===== src/rtl/cnt_pkg.sv =====
`default_nettype none
// ============================================================================
//  Module      : cnt_pkg
//  Description : Shared types and constants for the modulo counter slice.
//                - cnt_mode_t : overflow policy (CNT_WRAP or CNT_SAT)
//                - CNT_MIN_WIDTH / CNT_MAX_WIDTH : legal counter widths
//                - cnt_span() : 2**width as a 64-bit value, so that the
//                  full-range modulus is representable even at width 32
//  Revision    : 1.0  initial release
// ============================================================================
package cnt_pkg;

  typedef enum logic [0:0] {
    CNT_WRAP = 1'b0,
    CNT_SAT  = 1'b1
  } cnt_mode_t;

  localparam int CNT_MIN_WIDTH = 2;
  localparam int CNT_MAX_WIDTH = 32;

  // 2**width computed in 64 bits; a 32-bit int would overflow at width 32.
  function automatic longint unsigned cnt_span(input int width);
    return 64'(1) << width;
  endfunction

endpackage : cnt_pkg
`default_nettype wire


===== src/rtl/incdec_comb.sv =====
`default_nettype none
// ============================================================================
//  Module      : incdec_comb
//  Description : Combinational increment/decrement step for the counter.
//                Produces cnt+1 (inc only), cnt-1 (dec only) or cnt
//                (neither, or both). The extra top bit of the arithmetic is
//                exposed only as carry/borrow flags for boundary detection.
//  Ports       : cnt    in  [WIDTH-1:0] current count
//                inc    in  1           increment request
//                dec    in  1           decrement request
//                nxt    out [WIDTH-1:0] stepped value (WIDTH bits)
//                carry  out 1           increment overflowed WIDTH bits
//                borrow out 1           decrement underflowed below zero
//  Revision    : 1.0  initial release
// ============================================================================
module incdec_comb #(
  parameter int WIDTH = 8
) (
  input  logic [WIDTH-1:0] cnt,
  input  logic             inc,
  input  logic             dec,
  output logic [WIDTH-1:0] nxt,
  output logic             carry,
  output logic             borrow
);

  logic [WIDTH:0] w_sum;
  logic [WIDTH:0] w_diff;

  assign w_sum  = {1'b0, cnt} + (WIDTH+1)'(1);
  assign w_diff = {1'b0, cnt} - (WIDTH+1)'(1);

  always_comb begin
    nxt    = cnt;
    carry  = 1'b0;
    borrow = 1'b0;
    if (inc && !dec) begin
      nxt   = w_sum[WIDTH-1:0];
      carry = w_sum[WIDTH];
    end else if (dec && !inc) begin
      nxt    = w_diff[WIDTH-1:0];
      borrow = w_diff[WIDTH];
    end
  end

endmodule : incdec_comb
`default_nettype wire


===== src/rtl/mod_counter.sv =====
`default_nettype none
// ============================================================================
//  Module      : mod_counter
//  Description : Up/down modulo-MOD counter with clear, clamped load and a
//                selectable overflow policy (wrap or saturate). tc is a
//                registered one-cycle pulse flagging a wrap or a blocked
//                saturating request on the previous edge.
//  Ports       : clk     in  1           clock, rising edge
//                rst_n   in  1           asynchronous active-low reset
//                clr     in  1           synchronous clear (highest priority)
//                ld      in  1           synchronous load of ld_val
//                ld_val  in  [WIDTH-1:0] load value (clamped to MOD-1)
//                inc     in  1           increment request
//                dec     in  1           decrement request
//                cnt     out [WIDTH-1:0] registered count
//                tc      out 1           registered terminal-count pulse
//                at_max  out 1           cnt == MOD-1 (from register only)
//                at_zero out 1           cnt == 0     (from register only)
//  Revision    : 1.0  initial release
// ============================================================================
module mod_counter
  import cnt_pkg::*;
#(
  parameter int              WIDTH = 8,
  parameter longint unsigned MOD   = cnt_span(WIDTH),
  parameter cnt_mode_t       MODE  = CNT_WRAP
) (
  input  logic             clk,
  input  logic             rst_n,
  input  logic             clr,
  input  logic             ld,
  input  logic [WIDTH-1:0] ld_val,
  input  logic             inc,
  input  logic             dec,
  output logic [WIDTH-1:0] cnt,
  output logic             tc,
  output logic             at_max,
  output logic             at_zero
);

  // --------------------------------------------------------------------------
  // Parameter legality
  // --------------------------------------------------------------------------
  if (WIDTH < CNT_MIN_WIDTH || WIDTH > CNT_MAX_WIDTH) begin : g_bad_width
    $error("mod_counter: WIDTH=%0d outside %0d..%0d", WIDTH, CNT_MIN_WIDTH, CNT_MAX_WIDTH);
  end

  if (MOD < 2 || MOD > cnt_span(WIDTH)) begin : g_bad_mod
    $error("mod_counter: MOD=%0d outside 2..2**WIDTH", MOD);
  end

  localparam logic [WIDTH-1:0] MAX_VAL = WIDTH'(MOD - 1);
  localparam bit               SAT     = (MODE == CNT_SAT);

  // --------------------------------------------------------------------------
  // Step arithmetic
  // --------------------------------------------------------------------------
  logic [WIDTH-1:0] w_nxt;
  logic             w_carry;
  logic             w_borrow;

  incdec_comb #(
    .WIDTH (WIDTH)
  ) u_incdec (
    .cnt    (cnt),
    .inc    (inc),
    .dec    (dec),
    .nxt    (w_nxt),
    .carry  (w_carry),
    .borrow (w_borrow)
  );

  logic w_up_req;
  logic w_dn_req;
  logic w_up_hit;
  logic w_dn_hit;

  assign w_up_req = inc & ~dec;
  assign w_dn_req = dec & ~inc;

  // For a full-range modulus the top boundary coincides with the carry out
  // of the adder; for smaller moduli it is the MOD-1 compare.
  assign w_up_hit = w_up_req & (at_max | w_carry);
  // cnt is never >= MOD, so a borrow happens exactly when stepping down from 0.
  assign w_dn_hit = w_dn_req & w_borrow;

  // Load values at or above the modulus are clamped to the top count. The
  // compare is done in 64 bits so MOD = 2**32 needs no special case.
  logic [WIDTH-1:0] w_ld_clamped;

  always_comb begin
    w_ld_clamped = ld_val;
    if (64'(ld_val) >= MOD) begin
      w_ld_clamped = MAX_VAL;
    end
  end

  // --------------------------------------------------------------------------
  // Next-state selection: clr > ld > single step > hold
  // --------------------------------------------------------------------------
  logic [WIDTH-1:0] w_cnt_d;
  logic             w_tc_d;

  always_comb begin
    w_cnt_d = cnt;
    w_tc_d  = 1'b0;
    if (clr) begin
      w_cnt_d = '0;
    end else if (ld) begin
      w_cnt_d = w_ld_clamped;
    end else if (w_up_hit) begin
      w_tc_d  = 1'b1;
      w_cnt_d = SAT ? MAX_VAL : '0;
    end else if (w_dn_hit) begin
      w_tc_d  = 1'b1;
      w_cnt_d = SAT ? '0 : MAX_VAL;
    end else begin
      // Covers in-range steps as well as hold (nxt == cnt when inc == dec).
      w_cnt_d = w_nxt;
    end
  end

  // --------------------------------------------------------------------------
  // State registers
  // --------------------------------------------------------------------------
  always_ff @(posedge clk or negedge rst_n) begin
    if (!rst_n) begin
      cnt <= '0;
      tc  <= 1'b0;
    end else begin
      cnt <= w_cnt_d;
      tc  <= w_tc_d;
    end
  end

  assign at_max  = (cnt == MAX_VAL);
  assign at_zero = (cnt == '0);

endmodule : mod_counter
`default_nettype wire

===== config.mk =====
export PLATFORM = sky130hd
export DESIGN_NAME = mod_counter
export DESIGN_NICKNAME = d
export VERILOG_FILES = /design/src/rtl/cnt_pkg.sv /design/src/rtl/incdec_comb.sv /design/src/rtl/mod_counter.sv
export SDC_FILE = /design/constraint.sdc
export NUM_CORES = 1
export LEC_CHECK = 0
export ABC_AREA = 1
export ABC_CLOCK_PERIOD_IN_PS = 2400
export CAP_MARGIN = 20
export CORE_UTILIZATION = 50
export DETAILED_ROUTE_END_ITERATION = 8
export DONT_BUFFER_PORTS = 1
export PLACE_DENSITY_LB_ADDON = 0.12
export SYNTH_ARGS = -nofsm -noshare
export SYNTH_HDL_FRONTEND = slang
export SYNTH_SLANG_ARGS = --single-unit

===== constraint.sdc =====
create_clock -name clk -period 2.4 [get_ports clk]
set_input_delay 0.72 -clock clk [delete_from_list [all_inputs] [get_ports clk]]
set_output_delay 0.72 -clock clk [all_outputs]
set_load 0.02 [all_outputs]

=== Yosys cells after proc, flatten, opt, wreduce, memory -nomap -nowiden ===
Cells that the tools add are included.

* Add/subtract/negate cells: 2
* Equality and inequality tests: 1
* Mux-type cells: 13
* Bitwise operators: 7
* Reduce and logical (&&, ||, !) cells: 6

{| class="wikitable"
|+ Operators with widths
! operator !! number
|-
| $mux 8 || 6
|-
| $add 8x1->9 const B || 1
|-
| $sub 8x1->9 const B || 1
|-
| $eq 8x8->1 const B || 1
|-
| $logic_not 8->1 || 1
|-
| $mux 1 || 7
|-
| $reduce_bool 6->1 || 1
|-
| $and 1x1->1 || 4
|-
| $logic_and 1x1->1 || 2
|-
| $logic_not 1->1 || 2
|-
| $not 1->1 || 2
|-
| $or 1x1->1 || 1
|}

* Register bits after elaboration: 9
* Bits of input ports: 14
* Output and inout port bits: 11
* Word-level logic and storage cells: 31

=== Depth between registers and ports, before layout ===
* Word-level depth: 9
* Mapped depth: 14
* Mapped depth without buffers: 13

=== By module ===
A second synthesis with hierarchy kept.

* Cell total of the unflattened synthesis: 149
* Area total of the unflattened synthesis: 858.3 um^2

{| class="wikitable"
|+ Modules (own cells, without submodules)
! module !! instances !! cells an instance !! area an instance (um^2)
|-
| mod_counter || 1 || 72 || 514.2
|-
| incdec_comb || 1 || 77 || 344.1
|}

=== Worst setup path before layout ===
Ideal clock, no wire load.

* Path kind: register -> output
* Start point: register cnt[0]
* End point: output at_zero
* Arrival time: 1531 ps
* Setup slack: 149 ps
* Stages on the path, launching flop included: 5
* Buffers on the path: 0
* Path through: dfrtp_1 -> inv_1 -> ha_1 -> nand2_2 -> nor4_1

* Cells in the longest elaborated chain, start to end: 1

{| class="wikitable"
|+ RTL lines
! item !! line !! RTL
|-
| from (decl) || mod_counter.sv:35 || <nowiki>output logic [WIDTH-1:0] cnt,</nowiki>
|-
| from (signal assigned) || mod_counter.sv:131 || <nowiki>cnt <= w_cnt_d;</nowiki>
|-
| $logic_not 8->1 || mod_counter.sv:137 || <nowiki>assign at_zero = (cnt == '0);</nowiki>
|-
| to (decl) || mod_counter.sv:38 || <nowiki>output logic at_zero</nowiki>
|}

No other way between the ends.

=== Worst setup path after layout ===
Ends and elaborated chain as after synthesis.

==> reports/results.txt <==
Status - finished, violations left
Violated checks - design-rule violations
FF-to-FF End - cnt[0]$_DFFE_PN0P_
Synth top area share - 26.5%
Crit path kind - register to primary output
Seq pwr share - 41.0%
Slew Viols, Final - 0
Worst Setup End Kind - primary output
Syn Inst Count - 140
Fin crit share - 95.5%
Core area - 1580 um^2
Req. time, crit path - 1.68 ns
Power, Total - 520 uW
Sw Share - 41.7%
Skew-Pair Late Insertion Delay - 0.26 ns
Post-CTS setup buffers - 0
DRC - 2
R2R cell count - 10
Drt pass-1 iters - 6
Max Cap Violations - 0
Clk Tree Root Cell - clkbuf_4
H-tree depth - 1
Slowest-stage cell, CP - dfrtp_2
CP arrival - 1.57 ns
Worst-Margin Slew - 0.412 ns
Slowest Stage Delay on Critical Path - 0.48 ns
Synth Cell Area - 878 um^2
Initial antenna violation count - 0
Mapped Nets - 158
Global placement routability congestion - 0.829
RSZ-0062 raised after global routing - false
Largest net degree at the start of global routing - 10
GRT Overall Usage - 25.0%
Hold Slack - 0.145 ns
P_sw - 217 uW
Vias in the first global route - 825
Final WS setup - 0.108 ns
IO buf count - 0
Hold crit path type - input port to async pin
Crit Path Max Fanout - 6
Post-DR vias/cell - 5.61
CTS tree - built
Clock transition at the registers of the reported paths - 0.06 ns
Util after Layout - 59.2%
Area contributors post-synth - nand2_1, dfrtp_1, inv_1, ha_1, nand3_1
DRT antenna net count - 0
Via count - 903
Cts bufs inserted - 3
TNS Setup - 0 ns
Wire length per cell - 12.9 um
Layout cells sized above 1 - 13.1%
Post-detail-place hpwl - 1620 um
CP startpoint kind - register
Synthesized area per cell - 6.27 um^2
# rows - 14
# nets final - 164
CP cell instances - inv_1 > ha_1 > nand2_2 > nor4_1 > buf_4
DRT Wirelength - 2080 um
Clock Skew - 0.00320 ns
Power Density - 557 nW/um^2
Sequential share of the synthesized area - 25.6%
Sink Count - 9
Reg-to-reg setup timing slack - 0.62 ns
Diodes inserted - 0
Yosys warnings - 0
Die extent in y - 43.9 um
FF+latch count, synth - 9
Fmax - 0.436 GHz
Comb power frac - 36.4%
Iter 0 DRT Violations - 19
Post-synth cell types - 28
Die width - 43.9 um
Final setup vio count - 0
Leading area contributor after synthesis - nand2_1
Filler instances - 163
Pleak - 0.550 nW
Largest vdd supply drop - 0.340 mV
Top-Level Pins - 25
Fin crit period - 2.29 ns
Endpoints failing hold - 0
Initial core utilization - 55.7%
Grt total ovfl - 0
Dpl ws - 0.326 ns
CTS max path bufs - 2
Internal power - 303 uW
Clock share of power - 22.6%
Worst R2R Start - cnt[0]$_DFFE_PN0P_
Area growth from synthesis to layout - 6.27%
Slew margin rel. - 72.5%
Die Area - 1930 um^2
First-pass GRT wire length - 3560 um
-- metrics by stage --
stage	area (um^2)	cells
2_1_floorplan	878	140
3_3_place_gp	905	157
3_5_place_dp	905	157
4_1_cts	931	161
5_1_grt	933	161
6_report	933	161
-- flip-flops by register name, summed over array words and instances, names as in the netlist --
| register | flops |
|---|---|
| cnt | 8 |
| tc | 1 |
-- per-layer routing --
layer	global-route usage [%]	wire length (um)	vias to the layer above
met5	0	0	-
met4	3.64	28	0
met3	7.92	202	7
met2	43.6	1020	40
met1	30.8	823	410
li1	-	-	446
-- critical path: cells and delay by family, from the launching register on --
| kind | cells | cell delay, ns |
|---|---|---|
| flops | 1 | 0.48 |
| fa+ha+maj | 1 | 0.20 |
| simple gates | 2 | 0.33 |
| buf+inv | 2 | 0.29 |
-- cells by family (layout without fill, tap and decap cells) --
logic type	count (synthesis)	count (layout)	share of synthesized area [%]
and+or+nand+nor	92	92	49.0
adders and majority gates	4	4	5.70
DFF	9	9	25.6
buffers and inverters	24	29	11.5
muxes	1	1	1.14
AOI/OAI and AO/OA	8	8	4.99
xor gates and xnor gates	2	2	1.99
-- worst max-delay path by stage --
stage                        from  endpoint  slack (ns)
2_1_floorplan  cnt[0]$_DFFE_PN0P_   at_zero        0.15
3_3_place_gp   cnt[0]$_DFFE_PN0P_   at_zero        0.37
3_5_place_dp   cnt[0]$_DFFE_PN0P_   at_zero        0.33
4_1_cts        cnt[0]$_DFFE_PN0P_   at_zero        0.04
5_1_grt        cnt[0]$_DFFE_PN0P_   at_zero       0.005
6_report       cnt[0]$_DFFE_PN0P_   at_zero        0.11
-- synth_stat cells --
cell and number:
o21ai_1 3, nand3b_1 1, nand3_1 10, nand2_2 1, buf_2 1, o211ai_1 1, nand4_2 1, nand4_4 1
xor2_1 2, dfrtp_1 9, nor4_1 2, nand4_1 2, nand3_2 1, inv_2 3, nand2_1 62, clkinv_1 1
nor2_2 1, o22ai_1 1, nand3_4 1, buf_6 1, o21ai_0 2, nand2_4 1, a21oi_1 1, nor2_1 8
inv_1 17, inv_4 1, ha_1 4, mux2i_1 1
-- power by group through the flow --
| stage | Sequential (mW) | Combinational (mW) | Clock (mW) |
|---|---|---|---|
| final | 0.213 | 0.189 | 0.118 |
| after global placement | 0.214 | 0.184 | 0 |
| after global routing | 0.217 | 0.219 | 0.130 |
| after floorplan | 0.211 | 0.153 | 0 |
| after CTS | 0.212 | 0.189 | 0.121 |
| after detailed placement | 0.215 | 0.188 | 0 |
-- cell usage in the layout (no fill, tap or decap), types with 2 or more instances in the layout --
cell type,instances
nor4_1,2
clkbuf_4,3
nand3_1,10
nor2_1,8
nand2_1,62
dfrtp_1,7
o21ai_1,3
nand4_1,2
buf_4,3
inv_2,3
xor2_1,2
inv_1,17
o21ai_0,2
ha_1,4
dfrtp_2,2
-- repair_timing --
| action | in CTS | in global routing |
|---|---|---|
| endpoints found under the setup margin | 0 | 2 |
| hold buffers | 0 | 0 |
| gates resized for setup | 0 | 2 |
-- area by class of cell --
type,instances,area (um^2),area share (%)
clock buffer,4,26.3,2.82
inverter,22,85.1,9.12
multi-input combinational,107,552,59.1
sequential,9,228,24.4
tap,16,20.0,2.14
timing repair buffer,3,22.5,2.41
Note: power is estimated with default switching activity, not from simulation.
